`src/rtl/uart_tx.sv`:
```
// 8N1 UART transmitter, LSB first, fed by a small valid/ready FIFO.
// Frames are sent back-to-back while the FIFO holds data; tx comes straight from a flop.
module uart_tx #(
    parameter int clks_per_bit    = 868,
    parameter int fifo_depth_log2 = 2
) (
    input  logic       clk,
    input  logic       rst,
    input  logic [7:0] data,
    input  logic       data_valid,
    output logic       data_ready,
    output logic       tx,
    output logic       busy
);

    localparam int depth = 1 << fifo_depth_log2;
    localparam int ptr_w = fifo_depth_log2;
    localparam int cnt_w = $clog2(clks_per_bit);

    localparam logic [ptr_w:0]   full_level = (ptr_w + 1)'(depth);
    localparam logic [cnt_w-1:0] last_tick  = cnt_w'(clks_per_bit - 1);

    typedef enum logic [1:0] {
        IDLE,
        START,
        DATA,
        STOP
    } state_t;

    // ------------------------------------------------------------------
    // FIFO
    // ------------------------------------------------------------------
    logic [7:0]       mem [depth];
    logic [ptr_w-1:0] wr_ptr;
    logic [ptr_w-1:0] rd_ptr;
    logic [ptr_w:0]   count;
    logic             full;
    logic             empty;
    logic             push;
    logic             pop;

    assign full       = (count == full_level);
    assign empty      = (count == '0);
    assign data_ready = !full;
    assign push       = data_valid && !full;

    // NOTE: the storage array has no reset; only pointers and count define
    // which entries are live, so clearing the data would be wasted logic.
    always_ff @(posedge clk) begin
        if (push) begin
            mem[wr_ptr] <= data;
        end
    end

    // Depth is a power of two, so the pointers wrap naturally.
    always_ff @(posedge clk or posedge rst) begin
        if (rst) begin
            wr_ptr <= '0;
            rd_ptr <= '0;
            count  <= '0;
        end else begin
            if (push) begin
                wr_ptr <= wr_ptr + 1'b1;
            end
            if (pop) begin
                rd_ptr <= rd_ptr + 1'b1;
            end
            case ({push, pop})
                2'b10:   count <= count + 1'b1;
                2'b01:   count <= count - 1'b1;
                default: count <= count;
            endcase
        end
    end

    // ------------------------------------------------------------------
    // Frame state machine
    // ------------------------------------------------------------------
    state_t           state;
    state_t           state_next;
    logic [cnt_w-1:0] clk_cnt;
    logic [cnt_w-1:0] clk_cnt_next;
    logic [2:0]       bit_idx;
    logic [2:0]       bit_idx_next;
    logic [7:0]       shift;
    logic [7:0]       shift_next;
    logic             tx_next;
    logic             bit_done;

    assign bit_done = (clk_cnt == last_tick);

    always_ff @(posedge clk or posedge rst) begin
        if (rst) begin
            state   <= IDLE;
            clk_cnt <= '0;
            bit_idx <= '0;
            shift   <= '0;
            tx      <= 1'b1;
        end else begin
            state   <= state_next;
            clk_cnt <= clk_cnt_next;
            bit_idx <= bit_idx_next;
            shift   <= shift_next;
            tx      <= tx_next;
        end
    end

    // tx_next is the value tx takes in the first clock of the next state,
    // which is what gives the one-clock accept-to-start latency.
    always_comb begin
        // NOTE: every output of this block gets a default first so no path
        // leaves one unassigned and infers a latch.
        state_next   = state;
        clk_cnt_next = clk_cnt + 1'b1;
        bit_idx_next = bit_idx;
        shift_next   = shift;
        tx_next      = tx;
        pop          = 1'b0;

        case (state)
            IDLE: begin
                clk_cnt_next = '0;
                tx_next      = 1'b1;
                if (!empty) begin
                    pop        = 1'b1;
                    shift_next = mem[rd_ptr];
                    state_next = START;
                    tx_next    = 1'b0;
                end
            end

            START: begin
                if (bit_done) begin
                    clk_cnt_next = '0;
                    bit_idx_next = '0;
                    state_next   = DATA;
                    tx_next      = shift[0];
                end
            end

            DATA: begin
                if (bit_done) begin
                    clk_cnt_next = '0;
                    if (bit_idx == 3'd7) begin
                        state_next = STOP;
                        tx_next    = 1'b1;
                    end else begin
                        shift_next   = shift >> 1;
                        bit_idx_next = bit_idx + 3'd1;
                        tx_next      = shift[1];
                    end
                end
            end

            STOP: begin
                if (bit_done) begin
                    clk_cnt_next = '0;
                    if (!empty) begin
                        pop        = 1'b1;
                        shift_next = mem[rd_ptr];
                        state_next = START;
                        tx_next    = 1'b0;
                    end else begin
                        state_next = IDLE;
                        tx_next    = 1'b1;
                    end
                end
            end

            default: begin
                clk_cnt_next = '0;
                state_next   = IDLE;
                tx_next      = 1'b1;
            end
        endcase
    end

    assign busy = (state != IDLE) || !empty;

endmodule
```
`config.mk`:
```
export PLATFORM = sky130hd
export DESIGN_NAME = uart_tx
export DESIGN_NICKNAME = d
export VERILOG_FILES = /design/src/rtl/uart_tx.sv
export SDC_FILE = /design/constraint.sdc
export NUM_CORES = 1
export LEC_CHECK = 0
export ABC_AREA = 1
export BUFFER_PORTS_ARGS = -buffer_cell sky130_fd_sc_hd__buf_2
export CAP_MARGIN = 20
export CORE_MARGIN = 8
export CORE_UTILIZATION = 57
export DETAILED_ROUTE_END_ITERATION = 16
export PLACE_DENSITY = 0.73
export SKIP_LAST_GASP = 1
export SYNTH_ARGS = -nofsm -noshare
export SYNTH_HDL_FRONTEND = slang
export SYNTH_SLANG_ARGS = --single-unit
```
`constraint.sdc`:
```
create_clock -name clk -period 2.7 [get_ports clk]
set_input_delay 0.135 -clock clk [delete_from_list [all_inputs] [get_ports clk]]
set_output_delay 0.135 -clock clk [all_outputs]
set_load 0.02 [all_outputs]
```
==> flow_summary.yaml <==
cts:
  htreeDepth: 3
  clkTransAtPathRegs_ps: 70
  cts_buffers: 9
  postCtsSetupRepairBufs: 0
  clock_latency_ps: 340
  cts_tree: "yes"
  clock_path_buffers: 2
  cts_root_buf: "clkbuf_8"
  clock-sinks: 63
synth:
  ys_seq_elements: 63
  synth_top_cells_by_count: "96 x nand2_1, 40 x nand3_1, 33 x inv_1, 32 x edfxtp_1, 30 x dfrtp_1"
  yosys_warnings: 0
  synth_nets: 350
  synth.most_common_cell: "nand2_1"
  synth.avg_cell_area_sq_um: 9.46
  async_flop_share_pct: 49.2
  syn_area_sq_mm: 0.00308
  ys_types: 32
  ys.flop_type: "edfxtp_1"
  yosys.area.top_type_share_pct: 31.2
  synth_area_leaders: "edfxtp_1 31%, dfrtp_1 24%, nand2_1 12%"
  ys_seq_area_share_pct: 56.5
  yosysTopAreaCell: "edfxtp_1"
  syn_inst: 325
  synth_edf_count: 32
critical_path:
  crit_path_start_kind: "register"
  path_class: "register to register"
  arrival_ps: 2520
  end_kind: "register"
  worstPathRequired_ps: 2920
  path_max_fanout: 5
  r2r_slack_ps: 400
sta:
  max_freq_mhz: 436
  slew_headroom_pct: 57.9
  finalSetupViolCount: 0
  final-hold-violation-count: 0
  skew_ps: 7.45
  fin_tns_setup_ps: 0
  rsz0062_at_grt: "no"
  layout_worst_path_cycle_share_pct: 85.0
  worst_pin_slew_ps: 631
  layout_min_cycle_time_ps: 2300
  maxSlewViolCount: 0
  setup_ws_ps: 404
detailed_routing:
  routed_wl_mm: 5.71
  routedWlPerCell_um: 13.3
  drtAntennaViolNets: 0
  dr.first_iter.drc_count: 186
  num_vias: 2196
  dr.pass1.iters: 4
  via_per_inst: 5.11
  drc_errors: 0
grt:
  grtUsageMet1_pct: 20.1
  grt_overflow: 0
  grt_util_met3_pct: 4.87
  use_met2_pct: 26.5
  grt_busiest_layer: "met2"
  grt_first_pass_wirelength_mm: 9.81
  antenna_found_initial: 0
  grt_pass1_vias: 2148
  grt_max_degree: 32
  grt_usage_pct: 16.4
die:
  start_util_pct: 59.5
  dieArea_sq_mm: 0.00800
  core_sq_mm: 0.00517
  io_pins: 14
  die_y_um: 89.5
  die_w_um: 89.5
  rows: 26
pwr:
  power_leakage_uw: 0.00158
  power_density_mw_per_mm2: 688
  peakVddDrop_mv: 0.548
  p_total_uw: 2410
placed_design:
  place.detailed.hpwl_mm: 3.91
  routabilityCongestion: 0.820
  io_buffer_count: 13
  dp_slack_ps: 397
run_status:
  status: "finished, final reports clean"
cells_and_area:
  multi_input_area_sq_mm: 0.00116
  area_delta_synth_final_pct: 13.8
  diodes: 0
  final_nets: 380
  drive_above_1_share_pct: 13.3
  regArea_sq_mm: 0.00174
  fillers: 405
worst_hold_path:
  hold_class: "input port to register"
job:
  maxCapViolations: 0
==> layer usage <==
metal	part of all wire (%)	wire, um
met2	47	2710
met1	46	2630
met5	0	0
met4	1.3	77
met3	5.0	288
==> metrics by stage <==
step | cell area [sq um] | std cells | utilization, % | hold slack [ps]
finish | 3500 | 430 | 67.7 | 8.54
global route | 3500 | 430 | 67.7 | 5.12
CTS | 3500 | 430 | 67.7 | 0.875
detailed placement | 3240 | 408 | 62.6 | 247
global placement | 3240 | 408 | 62.6 | 230
floorplan | 3080 | 325 | - | 234
==> worst paths after layout <==
kind | startpoint | end | cells after the start
worst max-delay path | state[0] | count[2] | 11
max in group asynchronous | rst | tx | 4
worst min register to register | clk_cnt[0] | clk_cnt[0] | 1
min in group asynchronous | rst | rd_ptr[1] | 4
worst max register to register | state[0] | count[2] | 11
worst min-delay path | data[4] | mem[1][4] | 1
==> layout by cell type (no fill, tap or decap), drive strengths merged <==
master and instances:
nand3 42, dfstp 1, buf 19, a21oi 7, xnor2 2, and3 1, nor3b 2, or2 2
clkbuf 11, nor2 29, edfxtp 32, fa 1, bufinv 2, o21ai 13, clkinv 3, dfrtp 30
dlygate4sd3 6, ha 13, nand2 100, xor2 4, inv 36, nand4 3, a31oi 1
==> area by class of cell <==
type,count,area share (%)
timing repair buffer,25,4.86
inverter,36,3.86
sequential,63,49.7
tap,70,2.50
multi-input combinational,220,33.3
clock inverter,5,2.07
clock buffer,11,3.75
==> power by group <==
part           switching, uW  internal [uW]
logic                    221            122
clock network            353            513
registers               43.0           1160
==> flip-flops by register name, indices dropped and copies added (netlist names) <==
signal / flops
state: 2
wr_ptr: 2
bit_idx: 3
rd_ptr: 2
mem: 32
shift: 8
tx: 1
clk_cnt: 10
count: 3
==> what timing repair did <==
item | 4_1_cts | 5_1_grt
gates resized for setup | 0 | 0
hold buffers | 6 | 0
endpoints found under the setup margin | 0 | 0
hold endpoints to repair | 47 | 0
==> cells by family after synthesis <==
| kind of cell | count (synthesis) | share of synthesized area [%] |
|---|---|---|
| simple gates | 179 | 26.2 |
| fa+ha+maj | 14 | 5.94 |
| buf+inv | 42 | 5.61 |
| compound gates | 21 | 4.07 |
| flops | 63 | 56.5 |
| xor+xnor | 6 | 1.71 |
==> worst max-delay path: stages (launching register included) <==
cell and delay, ps:
dfrtp_1 400, inv_1 120, ha_1 340, inv_1 100
nand3_1 130, nand2_2 120, ha_1 140, inv_1 60
fa_1 370, a21oi_1 140, o21ai_0 110, xor2_1 150
Note: power is estimated with default switching activity, not from simulation.
